### config.mk
export PLATFORM = sky130hd
export DESIGN_NAME = dac8551_arb
export DESIGN_NICKNAME = d
export VERILOG_FILES = /design/src/rtl/dac8551_arb.sv
export SDC_FILE = /design/constraint.sdc
export NUM_CORES = 1
export LEC_CHECK = 0
export CAP_MARGIN = 20
export CORE_MARGIN = 4
export CORE_UTILIZATION = 25
export CTS_CLUSTER_DIAMETER = 60
export CTS_CLUSTER_SIZE = 25
export DETAILED_ROUTE_END_ITERATION = 10
export MAX_ROUTING_LAYER = met4
export PLACE_DENSITY = 0.52
export RECOVER_POWER = 25
export SYNTH_ARGS = -nofsm -noshare
export SYNTH_HDL_FRONTEND = slang
export SYNTH_SLANG_ARGS = --single-unit
### constraint.sdc
create_clock -name i_clk -period 2.03 [get_ports i_clk]
set_input_delay 0.406 -clock i_clk [delete_from_list [all_inputs] [get_ports i_clk]]
set_output_delay 0.406 -clock i_clk [all_outputs]
set_load 0.005 [all_outputs]
### src/rtl/dac8551_arb.sv
// dac8551_arb: shares one DAC8551 serial driver between two 16-bit requesters.
// Port A and port B each have a latest-value-wins pending slot. Grants go
// round-robin, a hold-off is enforced between frames, and the last code is
// re-sent whenever the power-down mode changes.
// Optional build macro DAC8551_ARB_STATS_EN adds saturating per-port counters
// of coalesced (overwritten) pending values on o_a_drops / o_b_drops.
module dac8551_arb #(
  parameter int HOLDOFF       = 16,
  parameter int START_TIMEOUT = 4
) (
  input  logic        i_clk,
  input  logic        i_rst_n,
  input  logic        i_a_valid,
  input  logic [15:0] i_a_data,
  input  logic        i_b_valid,
  input  logic [15:0] i_b_data,
  input  logic [1:0]  i_pd_mode,
  output logic        o_dac_wr,
  output logic [23:0] o_dac_wr_data,
  input  logic        i_dac_busy,
  output logic [15:0] o_code,
  output logic        o_src,
  output logic        o_busy
`ifdef DAC8551_ARB_STATS_EN
  ,
  output logic [7:0]  o_a_drops,
  output logic [7:0]  o_b_drops
`endif
);

  localparam int CNT_MAX = (HOLDOFF > START_TIMEOUT) ? HOLDOFF : START_TIMEOUT;
  localparam int CNT_W   = ($clog2(CNT_MAX + 1) < 1) ? 1 : $clog2(CNT_MAX + 1);
  localparam logic [CNT_W-1:0] HOLD_LOAD = CNT_W'(HOLDOFF);
  localparam logic [CNT_W-1:0] TO_LAST   = CNT_W'(START_TIMEOUT - 1);

  typedef enum logic [1:0] {
    S_IDLE,
    S_WAIT_START,
    S_WAIT_DONE,
    S_HOLDOFF
  } state_t;

  state_t           state_q, state_d;
  logic [CNT_W-1:0] cnt_q, cnt_d;

  logic [15:0] slot_a_q, slot_b_q;
  logic        pend_a_q, pend_b_q, pend_pd_q;
  logic [1:0]  mode_q;
  // High when port B was the last data port served, so a tie goes to A.
  logic        rr_b_last_q;

  logic        any_req;
  logic        grant;
  logic        gnt_a, gnt_b;
  logic [15:0] gnt_code;

  // Saturating 8-bit increment for the drop counters.
  function automatic logic [7:0] sat_inc8(input logic [7:0] v);
    return (v == 8'hFF) ? v : v + 8'd1;
  endfunction

  // Grant selection: a grant only happens from IDLE with the driver quiet.
  always_comb begin
    any_req  = pend_a_q | pend_b_q | pend_pd_q;
    grant    = (state_q == S_IDLE) && any_req && !i_dac_busy;
    gnt_a    = grant && pend_a_q && (!pend_b_q || rr_b_last_q);
    gnt_b    = grant && pend_b_q && (!pend_a_q || !rr_b_last_q);
    gnt_code = gnt_a ? slot_a_q : (gnt_b ? slot_b_q : o_code);
  end

  assign o_busy = (state_q != S_IDLE) || any_req;

  // Frame sequencing: wait for busy to rise, then fall, then hold off.
  always_comb begin
    state_d = state_q;
    cnt_d   = cnt_q;
    case (state_q)
      S_IDLE: begin
        if (grant) begin
          state_d = S_WAIT_START;
          cnt_d   = '0;
        end
      end
      S_WAIT_START: begin
        if (i_dac_busy) begin
          state_d = S_WAIT_DONE;
        end else if (cnt_q == TO_LAST) begin
          // Driver never started: treat the frame as sent and move on.
          state_d = (HOLDOFF == 0) ? S_IDLE : S_HOLDOFF;
          cnt_d   = HOLD_LOAD;
        end else begin
          cnt_d = cnt_q + CNT_W'(1);
        end
      end
      S_WAIT_DONE: begin
        if (!i_dac_busy) begin
          state_d = (HOLDOFF == 0) ? S_IDLE : S_HOLDOFF;
          cnt_d   = HOLD_LOAD;
        end
      end
      S_HOLDOFF: begin
        if (cnt_q <= CNT_W'(1)) begin
          state_d = S_IDLE;
          cnt_d   = '0;
        end else begin
          cnt_d = cnt_q - CNT_W'(1);
        end
      end
      default: begin
        state_d = S_IDLE;
        cnt_d   = '0;
      end
    endcase
  end

  // State and hold-off counter registers.
  always_ff @(posedge i_clk or negedge i_rst_n) begin
    if (!i_rst_n) begin
      state_q <= S_IDLE;
      cnt_q   <= '0;
    end else begin
      state_q <= state_d;
      cnt_q   <= cnt_d;
    end
  end

  // Pending slots: a new value always lands; a same-cycle grant takes the old one.
  always_ff @(posedge i_clk or negedge i_rst_n) begin
    if (!i_rst_n) begin
      slot_a_q  <= '0;
      slot_b_q  <= '0;
      pend_a_q  <= 1'b0;
      pend_b_q  <= 1'b0;
      pend_pd_q <= 1'b0;
    end else begin
      if (i_a_valid) begin
        slot_a_q <= i_a_data;
        pend_a_q <= 1'b1;
      end else if (gnt_a) begin
        pend_a_q <= 1'b0;
      end
      if (i_b_valid) begin
        slot_b_q <= i_b_data;
        pend_b_q <= 1'b1;
      end else if (gnt_b) begin
        pend_b_q <= 1'b0;
      end
      // Every frame carries the current mode, so any grant satisfies a mode change.
      if (grant) begin
        pend_pd_q <= 1'b0;
      end else if (i_pd_mode != mode_q) begin
        pend_pd_q <= 1'b1;
      end
    end
  end

  // Frame issue: registered write pulse, frame, last code/source and mode.
  always_ff @(posedge i_clk or negedge i_rst_n) begin
    if (!i_rst_n) begin
      o_dac_wr      <= 1'b0;
      o_dac_wr_data <= '0;
      o_code        <= '0;
      o_src         <= 1'b0;
      mode_q        <= 2'b00;
      rr_b_last_q   <= 1'b1;
    end else begin
      o_dac_wr <= grant;
      if (grant) begin
        o_dac_wr_data <= {6'b0, i_pd_mode, gnt_code};
        o_code        <= gnt_code;
        mode_q        <= i_pd_mode;
        if (gnt_a || gnt_b) begin
          o_src       <= gnt_b;
          rr_b_last_q <= gnt_b;
        end
      end
    end
  end

`ifdef DAC8551_ARB_STATS_EN
  // Count values overwritten while still pending (not taken by a same-cycle grant).
  always_ff @(posedge i_clk or negedge i_rst_n) begin
    if (!i_rst_n) begin
      o_a_drops <= '0;
      o_b_drops <= '0;
    end else begin
      if (i_a_valid && pend_a_q && !gnt_a) o_a_drops <= sat_inc8(o_a_drops);
      if (i_b_valid && pend_b_q && !gnt_b) o_b_drops <= sat_inc8(o_b_drops);
    end
  end
`endif

endmodule

==> summary.txt, run 1 <==
Status
  • Outcome: finished, violations left
  • Failing checks: capacitance limit, slew limit

Synthesis
  • Area leader, netlist: dfrtp_1
  • #FFs+latches synth: 63
  • Top-area cell type share of the netlist area: 0.501
  • Synth area leaders: dfrtp_1 50%, mux2_2 13%, buf_4 5.8%
  • Ys flop type: dfrtp_1
  • Register area share after synthesis: 0.510
  • Post-synth EDFFs: 0
  • Synthesized area per cell: 12.2 µm²
  • Distinct cells, synth: 48
  • Syn. warnings: 0
  • Mapped Cells: 253
  • Count leader, synth: dfrtp_1
  • Synth cell count leaders: 62 x dfrtp_1, 36 x mux2_2, 24 x buf_4
  • Asr flop ratio synth: 1.00
  • Mapped cell area: about 3100 µm²

Power
  • Leakage: 1.83 nW
  • Pwr Density: 1310 nW/µm²
  • Peak VDD IR: 422 µV

Setup path
  • Worst path bufs/invs: 0
  • Critical path startpoint category: flop
  • Crit-path slowest cell: or4b_4
  • CP Cell Sequence: ha_1 -> or4b_4 -> nand3_2 -> and4_4 -> mux2_4
  • Critical path's top delay family: simple AND/OR/NAND/NOR gates
  • Max incr delay on CP: roughly 0.5 ns
  • Setup CP Type: flop to flop
  • Worst path required time: between 2 and 2.5 ns
  • WP data arrival: 2.14 ns
  • Critical Path Sink Type: flop
  • Crit Path Max Fanout: 7

Timing
  • Hold Vio Cnt, Final: 0
  • Minimum clock period: 1.94 ns
  • Max-slew headroom: -0.0633
  • Worst-margin pin slew: 1.59 ns
  • Fin. max-slew vios: 64
  • Worst clock skew: between 0.007 and 0.008 ns
  • Final Cycle Share: 0.957
  • TNS Setup: 0 ns
  • RSZ-0062 raised after global routing: false
  • Endpoints failing setup: 0
  • Max Clock Freq: 0.515 GHz

Global route
  • Largest net degree at the start of global routing: 64
  • GRT Overall Usage: 0.110
  • Initial antenna violation count: 0
  • Routing usage on met3: 0.0228
  • Most Used Layer, Global Route: met2
  • Overflow after GRT: 0
  • Met1 GRT Util: 0.136
  • First-pass GRT wire length: between 10000 and 15000 µm
  • GR Layer Usage met2: 0.177
  • Vias in the first global route: approximately 2300

Min path
  • Min-Delay Path Class: flop to flop

Floorplan
  • Die Height: 119 µm
  • Rows: 40
  • I/O pin cnt: 82
  • CORE AREA: 12100 µm²
  • Die width: 119 µm
  • Initial Util: 0.257
  • Die ar.: 14200 µm²

Flow run
  • Max-cap violation count: 1

Finish
  • Antenna diode count: 0
  • Syn-to-layout area delta: 41.0%
  • Share of cells above drive strength 1: 0.276
  • Nets: 379
  • Utilization after layout: 0.362

CTS
  • Clk slew on worst S/H paths: ~0.06 ns
  • Hold-fix buffers, CTS: 0
  • Max Root-Sink Buffers: 2
  • CTS Buf Count: 9
  • Worst skew pair latency: 0.32 ns
  • CTS root buf: clkbuf_16
  • H-tree levels: 3
  • CTS tree: done
  • CTS sink count: 63

Routing
  • Antenna Nets Post-Route: 0
  • Wire length per cell: between 10 and 15 µm
  • DRT iter0 DRCs: 51
  • Vias: around 2200
  • DRC: 0
  • Post-Route WL: about 7400 µm
  • Detailed Routing Iterations Pass 1: 4
  • Via density: 4.39

Place
  • Gpl congestion: ~0.76
  • PortBufs: between 70 and 80
  • Hpwl dp: 5090 µm
power breakdown:
part	total (mW)	internal, mW	switching, mW
combinational	2.28	1.41	0.874
clock	1.53	0.983	0.548
sequential	1.88	1.59	0.286
worst reg2reg max path, delay by kind of cell (launching register included):
kind / cells / cell delay (ns)
AND/OR/NAND/NOR: 3 / 0.81
flip-flops: 1 / 0.45
multiplexers: 1 / 0.30
adder cells (fa/ha/maj): 1 / 0.27
logic make-up after synthesis:
logic type	Yosys count	synth area share
adders and majority gates	8	0.0324
AOI/OAI and AO/OA	45	0.118
and+or+nand+nor	55	0.113
buffers and inverters	42	0.0837
other	1	0.00121
DFF	63	0.510
xor gates and xnor gates	2	0.00566
muxes	37	0.136
area by class of cell:
cell class,count,area (µm²)
fill,1220,7700
sequential,63,1580
multi-input combinational,153,1300
timing repair buffer,98,948
clock buffer,11,243
tap,168,210
clock inverter,5,56.3
inverter,7,26.3
final timing paths:
kind | from | to | slack (ns) | cells past startpoint
max | cnt_q[0] | state_q[1] | 0.09 | 5
min | slot_a_q[6] | o_code[6] | 0.50 | 1
max reg2reg | cnt_q[0] | state_q[1] | 0.09 | 5
min reg2reg | slot_a_q[6] | o_code[6] | 0.50 | 1
max in group asynchronous | i_rst_n | cnt_q[1] | 0.39 | 2
min in group asynchronous | i_rst_n | slot_a_q[0] | 0.58 | 2
timing repair:
action | in CTS | in global routing
resized for setup | 7 | 3
buffers inserted | 1 | 0
cloned | 0 | 0
setup endpoints to repair | 1 | 2
sequential cells by signal (all words and copies together), names as in the netlist:
signal,flops
pend_a_q,1
mode_q,2
o_code,15
state_q,2
o_dac_wr,1
slot_b_q,16
rr_b_last_q,1
o_dac_wr_data,1
slot_a_q,16
o_src,1
cnt_q,5
pend_b_q,1
pend_pd_q,1
metrics by stage:
step	instance area [µm²]	cells	total power [mW]	worst slack, ns	hold WS, ns
floorplan	3110	258	3.12	0.240	0.110
global placement	4050	488	4.11	0.0654	0.449
detailed placement	4050	488	4.14	0.0401	0.458
CTS	4370	505	5.76	0.0101	0.110
global route	4360	505	6.05	0.00614	0.510
finish	4360	505	5.69	0.0881	0.497
metal layers:
layer,vias up,wire [µm]
met3,7,222
met1,1115,3400
met5,-,0
met2,54,3660
met4,0,110
li1,1040,-
layout by cell type (no fill, tap or decap), drive strengths merged, types with 2 or more instances in the layout:
master / count
dfrtp: 62
nand3: 3
ha: 8
and3: 2
clkbuf: 12
or4b: 3
o41ai: 2
xor2: 2
nor2: 9
nand2b: 3
nand2: 7
conb: 6
nor2b: 17
clkinv: 2
a221o: 16
inv: 8
a21oi: 7
clkdlybuf4s50: 73
o21ai: 7
buf: 24
mux2: 37
a21o: 3
nand3b: 2
nor3: 4
Note: power is estimated with default switching activity, not from simulation.
==> run 2, diff against run 1 <==
--- a/config.mk
+++ b/config.mk
@@ -7,12 +7,12 @@
 export LEC_CHECK = 0
 export CAP_MARGIN = 20
 export CORE_MARGIN = 4
-export CORE_UTILIZATION = 25
-export CTS_CLUSTER_DIAMETER = 60
+export CORE_UTILIZATION = 30
+export CTS_CLUSTER_DIAMETER = 80
 export CTS_CLUSTER_SIZE = 25
 export DETAILED_ROUTE_END_ITERATION = 10
 export MAX_ROUTING_LAYER = met4
-export PLACE_DENSITY = 0.52
+export PLACE_DENSITY = 0.59
 export RECOVER_POWER = 25
 export SYNTH_ARGS = -nofsm -noshare
 export SYNTH_HDL_FRONTEND = slang
==> run 2 against run 1 <==
Against the previous run:
- the run still ends with capacitance limit, slew limit left
- worst hold slack gained 0.0067 ns
- sequential share of layout area grew 0.63 points
- clock skew up 0.0029 ns
- cell count shrank 5.9%
- utilization rose by 7.1 points
- die area down 16%
- total power is 4.4% lower
- critical path depth is 1 lower
- critical path type is now flop to primary output
- critical endpoint is now o_busy
==> summary.txt, run 2 (synthesis gave the netlist of run 1 again) <==
Status
  • Outcome: finished, violations left
  • Failing checks: capacitance limit, slew limit

Timing
  • Fin. max-slew vios: 64 (unchanged)
  • Max Clock Freq: 0.511 GHz (-0.78%)
  • Final Cycle Share: 0.964 (+0.00756)
  • Worst clock skew: 0.0106 ns (+0.00291 ns)
  • Minimum clock period: 1.96 ns (+0.0153 ns)
  • Hold Vio Cnt, Final: 0 (unchanged)
  • Max-slew headroom: -0.0511 (+0.0122)
  • Min Hold Slack: 0.503 ns (+0.00668 ns)
  • Endpoints failing setup: 0 (unchanged)
  • Worst-margin pin slew: 1.58 ns (-0.0183 ns)

Global route
  • Initial antenna violation count: 0 (unchanged)
  • First-pass GRT wire length: 11700 µm (-2.1%)
  • GRT Overall Usage: 0.132 (+0.0220)
  • Largest net degree at the start of global routing: 64 (unchanged)
  • Overflow after GRT: 0 (unchanged)
  • Vias in the first global route: 2254 (-3.7%)

Routing
  • Vias: 2203 (-0.59%)
  • DRC: 0 (unchanged)
  • Via density: 4.64 (+5.7%)
  • DRT iter0 DRCs: 63 (+24%)
  • Detailed Routing Iterations Pass 1: 4 (unchanged)
  • Post-Route WL: 7220 µm (-2.4%)
  • Antenna Nets Post-Route: 0 (unchanged)
  • Wire length per cell: 15.2 µm (+3.8%)

Floorplan
  • Die Height: 110 µm (-8.1%)
  • I/O pin cnt: 82 (unchanged)
  • CORE AREA: 9910 µm² (-18%)
  • Rows: 36 (-10%)
  • Die width: 110 µm (-8.1%)
  • Initial Util: 0.312 (+0.0557)
  • Die ar.: 12000 µm² (-16%)

Place
  • DP Area: 4030 µm² (-0.53%)
  • Gpl congestion: 0.826 (+8.1%)
  • Hpwl dp: 4950 µm (-2.7%)
  • DP Cell Count: 455 (-6.8%)
  • PortBufs: 75 (unchanged)

Min path
  • Hold path depth: 1 (unchanged)
  • Min-Delay Path Class: flop to flop

Power
  • Final Power: 5.45 mW (-4.4%)
  • Peak VDD IR: 559 µV (+33%)
  • Leakage: 1.83 nW (-0.26%)
  • Pwr Density: 1270 nW/µm² (-2.6%)

Setup path
  • Critical path startpoint category: flop
  • Crit-path slowest cell: or4b_4
  • Max incr delay on CP: 0.47 ns (-0.03 ns)
  • Worst path required time: 1.62 ns (-0.61 ns)
  • CP Cell Sequence: inv_2 -> ha_4 -> or4b_4 -> buf_6
  • Worst path depth: 4 (-1)
  • Critical path's top delay family: simple AND/OR/NAND/NOR gates
  • Setup CP Type: flop to primary output
  • WP data arrival: 1.55 ns (-0.59 ns)
  • Worst reg-to-reg path cell count: 5 (unchanged)
  • Crit Path Max Fanout: 2 (-5)
  • Critical Path Sink Type: primary output
  • Worst path bufs/invs: 2 (+2)

Finish
  • Share of cells above drive strength 1: 0.284 (+0.00766)
  • Commonest non-fill, non-tap cell in the layout: clkdlybuf4s50_1
  • Biggest regs: slot_a_q: 16 flops, slot_b_q: 16 flops, o_code: 15 flops
  • Final Instance Area: 4290 µm² (-1.8%)
  • Final non-filler cell total: 475 (-5.9%)
  • Filler cells: 932 (-24%)
  • Utilization after layout: 0.432 (+0.0707)
  • Antenna diode count: 0 (unchanged)
  • Syn-to-layout area delta: 38.5%
  • Most frequent cells in the layout: 73 x clkdlybuf4s50_1, 62 x dfrtp_1, 36 x mux2_2
  • Nets: 384 (+1.3%)

CTS
  • CTS tree: done
  • H-tree levels: 3 (unchanged)
  • CTS Buf Count: 9 (unchanged)
  • CTS root buf: clkbuf_8
  • Max Root-Sink Buffers: 2 (unchanged)
  • CTS sink count: 63 (unchanged)
  • Clk slew on worst S/H paths: 0.07 ns (about the same)
  • Worst skew pair latency: 0.33 ns (about the same)

Flow run
  • Max-cap violation count: 1 (unchanged)
## run 2: what timing repair did
item	in CTS	in global routing
hold buffers	0	0
endpoints found under the setup margin	1	5
buffers inserted	2	2
pin swaps	0	1
gates resized for setup	8	2
## run 2: power breakdown
part           internal (mW)  leakage, nW  switching (mW)  total [mW]
Combinational           1.45        0.964           0.914        2.36
Clock                  0.733        0.111           0.499        1.23
Sequential              1.59        0.752           0.260        1.85
## run 2: final cells by class
cell class | count | area [µm²] | share of cell area
clock buffers | 12 | 145 | 0.0339
well taps | 133 | 166 | 0.0388
clock inverters | 4 | 77.6 | 0.0181
multi-input cells | 153 | 1300 | 0.303
repair buffers | 103 | 992 | 0.232
inverters | 7 | 26.3 | 0.00613
flip-flops and latches | 63 | 1580 | 0.368
## run 2: path summary, 6_finish.rpt
kind | start | end | slack, ns
setup / recovery | state_q[0] | o_busy | 0.07
hold / removal | slot_a_q[4] | o_code[4] | 0.50
setup reg to reg | cnt_q[0] | state_q[1] | 0.09
hold reg to reg | slot_a_q[4] | o_code[4] | 0.50
max in group asynchronous | i_rst_n | o_code[0] | 0.53
min in group asynchronous | i_rst_n | slot_a_q[7] | 0.54
## run 2: metal layers
layer  track usage  wire, µm  up-vias
met5             -         0        -
met4        0.0356        57        0
met3        0.0341       289        6
met2         0.205      3590       52
met1         0.172      3290     1101
li1              -         -     1044
## run 2: per-stage QoR
| stage | setup slack [ns] | TNS, ns |
|---|---|---|
| CTS | 0.0520 | 0 |
| global route | -0.0214 | -0.0333 |
| floorplan | 0.240 | 0 |
| global placement | 0.0713 | 0 |
| finish | 0.0728 | 0 |
| detailed placement | 0.0330 | 0 |
